File: config.mk
export PLATFORM = sky130hd
export DESIGN_NAME = stopwatch_core_flat
export DESIGN_NICKNAME = d
export VERILOG_FILES = /design/src/rtl/stopwatch_core_if.sv /design/src/rtl/stopwatch_core.sv /design/src/flat_wrapper.sv
export SDC_FILE = /design/constraint.sdc
export NUM_CORES = 1
export LEC_CHECK = 0
export CAP_MARGIN = 20
export CORE_MARGIN = 4
export CORE_UTILIZATION = 45
export DETAILED_ROUTE_END_ITERATION = 12
export PLACE_DENSITY = 0.82
export SYNTH_ARGS = -nofsm -noshare
export SYNTH_HDL_FRONTEND = slang
export SYNTH_SLANG_ARGS = --single-unit
File: constraint.sdc
create_clock -name CLK_50_MHz -period 4.5 [get_ports CLK_50_MHz]
set_input_delay 1.35 -clock CLK_50_MHz [delete_from_list [all_inputs] [get_ports CLK_50_MHz]]
set_output_delay 1.35 -clock CLK_50_MHz [all_outputs]
set_load 0.01 [all_outputs]
File: src/rtl/stopwatch_core_if.sv
// stopwatch_core control/display bundle.
// Master drives tick and buttons; slave drives digits and flags.
interface stopwatch_core_if;
  logic       tick_100Hz;
  logic       start_stop;
  logic       clear;
  logic       lap;
  logic [3:0] cs_ones;
  logic [3:0] cs_tens;
  logic [3:0] sec_ones;
  logic [3:0] sec_tens;
  logic [3:0] min_ones;
  logic [3:0] min_tens;
  logic       running;
  logic       lap_active;
  logic       overflow;

  modport master (
    output tick_100Hz, start_stop, clear, lap,
    input  cs_ones, cs_tens, sec_ones, sec_tens,
    input  min_ones, min_tens,
    input  running, lap_active, overflow
  );

  modport slave (
    input  tick_100Hz, start_stop, clear, lap,
    output cs_ones, cs_tens, sec_ones, sec_tens,
    output min_ones, min_tens,
    output running, lap_active, overflow
  );
endinterface

File: src/rtl/stopwatch_core.sv
// stopwatch_core: BCD mm:ss.cc timekeeper with run/pause/clear.
// Lap latch built only when STOPWATCH_LAP_EN is defined.
module stopwatch_core #(
  parameter int unsigned MAX_MIN_TENS = 5
) (
  input logic CLK_50_MHz,
  input logic reset_n,
  stopwatch_core_if.slave sw
);

  typedef enum logic [1:0] {
    S_IDLE  = 2'd0,
    S_RUN   = 2'd1,
    S_PAUSE = 2'd2
  } state_e;

  // digit index 0 = cs_ones ... 5 = min_tens
  localparam logic [5:0][3:0] LIM = {
    4'(MAX_MIN_TENS), 4'd9, 4'd5, 4'd9, 4'd9, 4'd9
  };

  state_e state_q, state_d;
  logic [5:0][3:0] cnt_q, cnt_d;
  logic [5:0][3:0] inc;
  logic [5:0][3:0] disp;
  logic ovf_q, ovf_d;
  logic wrap;
  logic count_en;

  assign count_en = (state_q == S_RUN) && sw.tick_100Hz;

  // BCD increment cascade; saturating compare keeps digits legal
  always_comb begin
    logic carry;
    inc = cnt_q;
    carry = 1'b1;
    for (int i = 0; i < 6; i++) begin
      if (carry) begin
        if (cnt_q[i] >= LIM[i]) begin
          inc[i] = 4'd0;
        end else begin
          inc[i] = cnt_q[i] + 4'd1;
          carry = 1'b0;
        end
      end
    end
    wrap = carry;
  end

  // next state, count and sticky overflow
  always_comb begin
    state_d = state_q;
    cnt_d = cnt_q;
    ovf_d = ovf_q;
    if (sw.clear) begin
      state_d = S_IDLE;
      cnt_d = '0;
      ovf_d = 1'b0;
    end else begin
      if (count_en) begin
        cnt_d = inc;
        if (wrap) ovf_d = 1'b1;
      end
      if (sw.start_stop) begin
        unique case (state_q)
          S_IDLE:  state_d = S_RUN;
          S_RUN:   state_d = S_PAUSE;
          S_PAUSE: state_d = S_RUN;
          default: state_d = S_IDLE;
        endcase
      end
    end
  end

  // core state registers
  always_ff @(posedge CLK_50_MHz or negedge reset_n) begin
    if (!reset_n) begin
      state_q <= S_IDLE;
      cnt_q <= '0;
      ovf_q <= 1'b0;
    end else begin
      state_q <= state_d;
      cnt_q <= cnt_d;
      ovf_q <= ovf_d;
    end
  end

`ifdef STOPWATCH_LAP_EN
  logic lap_q, lap_d;
  logic [5:0][3:0] latch_q, latch_d;

  // lap toggle: freeze pre-increment count, or release
  always_comb begin
    lap_d = lap_q;
    latch_d = latch_q;
    if (sw.clear) begin
      lap_d = 1'b0;
    end else if (sw.lap && !sw.start_stop) begin
      if (lap_q) begin
        lap_d = 1'b0;
      end else if (state_q == S_RUN) begin
        lap_d = 1'b1;
        latch_d = cnt_q;
      end
    end
  end

  // lap latch registers
  always_ff @(posedge CLK_50_MHz or negedge reset_n) begin
    if (!reset_n) begin
      lap_q <= 1'b0;
      latch_q <= '0;
    end else begin
      lap_q <= lap_d;
      latch_q <= latch_d;
    end
  end

  assign disp = lap_q ? latch_q : cnt_q;
  assign sw.lap_active = lap_q;
`else
  logic unused_lap;
  assign unused_lap = sw.lap;
  assign disp = cnt_q;
  assign sw.lap_active = 1'b0;
`endif

  assign sw.cs_ones  = disp[0];
  assign sw.cs_tens  = disp[1];
  assign sw.sec_ones = disp[2];
  assign sw.sec_tens = disp[3];
  assign sw.min_ones = disp[4];
  assign sw.min_tens = disp[5];
  assign sw.running  = (state_q == S_RUN);
  assign sw.overflow = ovf_q;

endmodule

File: src/flat_wrapper.sv
// flat-port wrapper written by rule: the top's interface ports become plain ports
module stopwatch_core_flat 
#(
  parameter int unsigned MAX_MIN_TENS = 5
)
  (CLK_50_MHz, reset_n, sw_tick_100Hz, sw_start_stop, sw_clear, sw_lap, sw_cs_ones, sw_cs_tens, sw_sec_ones, sw_sec_tens, sw_min_ones, sw_min_tens, sw_running, sw_lap_active, sw_overflow);
  stopwatch_core_if sw_i ();
  input logic CLK_50_MHz;
  input logic reset_n;
  input wire logic [$bits(sw_i.tick_100Hz)-1:0] sw_tick_100Hz;
  input wire logic [$bits(sw_i.start_stop)-1:0] sw_start_stop;
  input wire logic [$bits(sw_i.clear)-1:0] sw_clear;
  input wire logic [$bits(sw_i.lap)-1:0] sw_lap;
  output wire logic [$bits(sw_i.cs_ones)-1:0] sw_cs_ones;
  output wire logic [$bits(sw_i.cs_tens)-1:0] sw_cs_tens;
  output wire logic [$bits(sw_i.sec_ones)-1:0] sw_sec_ones;
  output wire logic [$bits(sw_i.sec_tens)-1:0] sw_sec_tens;
  output wire logic [$bits(sw_i.min_ones)-1:0] sw_min_ones;
  output wire logic [$bits(sw_i.min_tens)-1:0] sw_min_tens;
  output wire logic [$bits(sw_i.running)-1:0] sw_running;
  output wire logic [$bits(sw_i.lap_active)-1:0] sw_lap_active;
  output wire logic [$bits(sw_i.overflow)-1:0] sw_overflow;
  assign sw_i.tick_100Hz = sw_tick_100Hz;
  assign sw_i.start_stop = sw_start_stop;
  assign sw_i.clear = sw_clear;
  assign sw_i.lap = sw_lap;
  assign sw_cs_ones = sw_i.cs_ones;
  assign sw_cs_tens = sw_i.cs_tens;
  assign sw_sec_ones = sw_i.sec_ones;
  assign sw_sec_tens = sw_i.sec_tens;
  assign sw_min_ones = sw_i.min_ones;
  assign sw_min_tens = sw_i.min_tens;
  assign sw_running = sw_i.running;
  assign sw_lap_active = sw_i.lap_active;
  assign sw_overflow = sw_i.overflow;
  stopwatch_core #(.MAX_MIN_TENS(MAX_MIN_TENS)) u_core (.CLK_50_MHz(CLK_50_MHz), .reset_n(reset_n), .sw(sw_i));
endmodule
==> summary.md <==
| Metric | Value |
|---|---|
| Post-CTS Hold Buffers | 0 |
| GPL Wtd Cong | 0.775 |
| Row count | 21 |
| Placed cell count | around 250 |
| Vias per cell | around 5.3 |
| Period Utilization, post-route | 68.9% |
| Worst-margin pin slew | between 0.5 and 0.6 ns |
| Max-slew violation count | 0 |
| WL per Instance | 13.0 um |
| Final hold vios | 0 |
| DR vias | 1348 |
| Layout cells sized above 1 | under 10% |
| LEAKAGE | 0.923 nW |
| Max_cap viols | 0 |
| Final ANT Viol Nets | 0 |
| Tmin final | between 3 and 4 ns |
| Total track usage | 15.4% |
| Crit path from | sw_tick_100Hz |
| Power density over the cells | roughly 300 nW/um^2 |
| WP data required | 4.66 ns |
| Clk buf depth | 2 |
| Final instance area | 2070 um^2 |
| First-pass detailed-route iteration total | 6 |
| Routed WL | 3290 um |
| Setup ws final | around 1.4 ns |
| Worst Setup Start Kind | primary input |
| Full die area | 4760 um^2 |
| RSZ-0062 raised after global routing | no |
| Final setup vio count | 0 |
| CP arrival | 3.26 ns |
| Post-Syn Area | approximately 1700 um^2 |
| First-pass GRT wire length | 5560 um |
| Antenna violations before repair | 0 |
| Commonest non-fill, non-tap cell in the layout | clkdlybuf4s50_1 |
| Post-route DRC | 0 |
| Synth Register Bits | 27 |
| Post-synth cell types | 41 |
| Power consumption | 0.630 mW |
| Post-CTS Setup Bufs | 0 |
| Syn Area/Cell | roughly 9.6 um^2 |
| CTS sink count | 27 |
| Placed cell area | 2020 um^2 |
| Synth Net Count | 199 |
| Max VDD drop | between 0.00015 and 0.0002 V |
| Die Y | 69.0 um |
| Detailed Place HPWL | 2470 um |
| H-tree depth | 1 |
| R2R Path Start | u_core.sw.cs_ones[0] |
| Num CTS Buffers | 3 |
| Crit path max fanout | 12 |
| Post-synthesis sequential area ratio | 40.4% |
| Post-Place Setup Slack | 1.13 ns |
| Slew HR | between 60% and 70% |
| Worst skew pair latency | 0.26 ns |
| TritonCTS clock tree | yes |
| # port buffers | 30 |
| Max Freq | 323 MHz |
| Largest net degree at the start of global routing | 28 |
| Core area | 3470 um^2 |
| Most frequent cells in the layout | clkdlybuf4s50_1, dfrtp_1, nand2_1, ha_1, inv_1 |
| R2r worst-path depth | 7 |
| Area delta synth->final | 23.6% |
| Crit end category | register |
| Clock root cell | clkbuf_8 |
| Finished Layout Cells | 253 |
| Hold path start | u_core.sw.sec_tens[3] |
| Hold Path Stages | 2 |
| Vias in the first global route | 1268 |
| Total global routing overflow | 0 |
| Crit path kind | primary input to register |
| Setup TNS | 0 ns |
| Post-CTS Resized | 0 |
| Initial core utilization | around half |
| HP Class | register to register |
| Post-Synthesis Cells | between 150 and 200 |
| DRT iter0 DRCs | 102 |
| NumNets Final | between 200 and 250 |
| Worst clock skew | 0.00436 ns |
| Num ports | 33 |
| Diode count | 0 |
| Synth Warn # | 0 |
| Die width | 69.0 um |
| Clk pin slew, worst setup/hold paths | 0.09 ns |
| Status | complete, no violations |
[critical path: stages]
cell and delay, ns:
clkdlybuf4s50_1 0.51, nand4b_2 0.14, nand2b_4 0.17, o41a_1 0.56, o31a_1 0.35, a31o_1 0.18
[cell type report]
cell class | instances | area, um^2
Fill cell | 319 | 1400
Tap cell | 46 | 57.6
Sequential cell | 27 | 676
Timing Repair Buffer | 32 | 315
Multi-Input combinational cell | 129 | 918
Inverter | 15 | 56.3
Clock buffer | 4 | 45.0
[metal layers]
layer,global-route usage (%),share of wire (%)
met5,0,0
met4,2.92,0
met3,1.94,2.6
met2,27.7,52
met1,19.6,45
[worst paths after layout]
kind / slack, ns / endpoint
min in group asynchronous: 1.45 / u_core.sw.cs_ones[0]
setup reg to reg: 2.26 / u_core.sw.min_tens[2]
setup / recovery: 1.40 / u_core.sw.min_tens[2]
hold reg to reg: 0.52 / u_core.sw.sec_tens[3]
hold / removal: 0.52 / u_core.sw.sec_tens[3]
max in group asynchronous: 2.78 / u_core.state_q[0]
[registers in the layout (all words and copies together) (netlist names)]
signal and cells:
u_core.sw.overflow 1, u_core.sw.sec_ones 4, u_core.sw.min_tens 4, u_core.sw.min_ones 4, u_core.state_q 2, u_core.sw.sec_tens 4
u_core.sw.cs_ones 4, u_core.sw.cs_tens 4
[where the power goes]
part	leakage [nW]	total (mW)	switching, mW	internal, mW
logic	0.535	0.194	0.0973	0.0971
registers	0.365	0.303	0.0349	0.268
clock network	0.0228	0.133	0.0693	0.0632
[cells in the mapped netlist]
master / instances / area share [%]
nand4b_1: 1 / 0.52
a22o_1: 1 / 0.52
a31o_1: 1 / 0.52
and3_1: 1 / 0.37
nor3_1: 2 / 0.60
a21oi_1: 8 / 2.4
o21ai_0: 13 / 3.9
a211o_1: 1 / 0.52
nor4_1: 2 / 0.75
and2_4: 1 / 0.52
ha_1: 18 / 13
o211ai_1: 1 / 0.45
nand3b_1: 2 / 0.90
a211oi_1: 1 / 0.45
or3b_2: 3 / 1.6
a21oi_2: 2 / 1.0
mux2i_1: 4 / 2.4
dfrtp_1: 27 / 40
and4_1: 1 / 0.52
nand2b_4: 1 / 0.82
a31oi_4: 1 / 1.3
clkbuf_1: 2 / 0.45
mux2_2: 1 / 0.67
o41a_1: 1 / 0.67
nor2_1: 12 / 2.7
nand4_1: 3 / 1.1
conb_1: 1 / 0.22
o31ai_1: 4 / 1.8
nand2b_1: 3 / 1.1
nor2b_1: 5 / 1.9
o31a_1: 2 / 1.0
xnor2_1: 1 / 0.52
nand3_1: 6 / 1.8
o21bai_1: 1 / 0.45
buf_4: 2 / 0.90
nor3b_1: 1 / 0.45
nor2_4: 1 / 0.67
inv_1: 15 / 3.4
o21a_1: 3 / 1.3
nand2_1: 18 / 4.0
nand4b_2: 1 / 0.90
[metrics by stage]
step / utilization (%) / hold WS [ns]
global route: 59.6 / 0.556
finish: 59.6 / 0.519
detailed placement: 58.3 / 0.500
CTS: 59.6 / 0.523
floorplan: - / 0.501
global placement: 58.3 / 0.496
[cells by family after synthesis]
group                    after synthesis  synth area share, %
AND/OR/NAND/NOR                       64                 21.2
AO/OA/AOI/OAI                         40                 16.4
flip-flops                            27                 40.4
buffers and inverters                 19                 4.71
adder cells (fa/ha/maj)               18                 13.5
multiplexers                           5                 3.07
other                                  1                0.224
XOR/XNOR                               1                0.524
No activity file was read; power rests on OpenSTA's default activity.
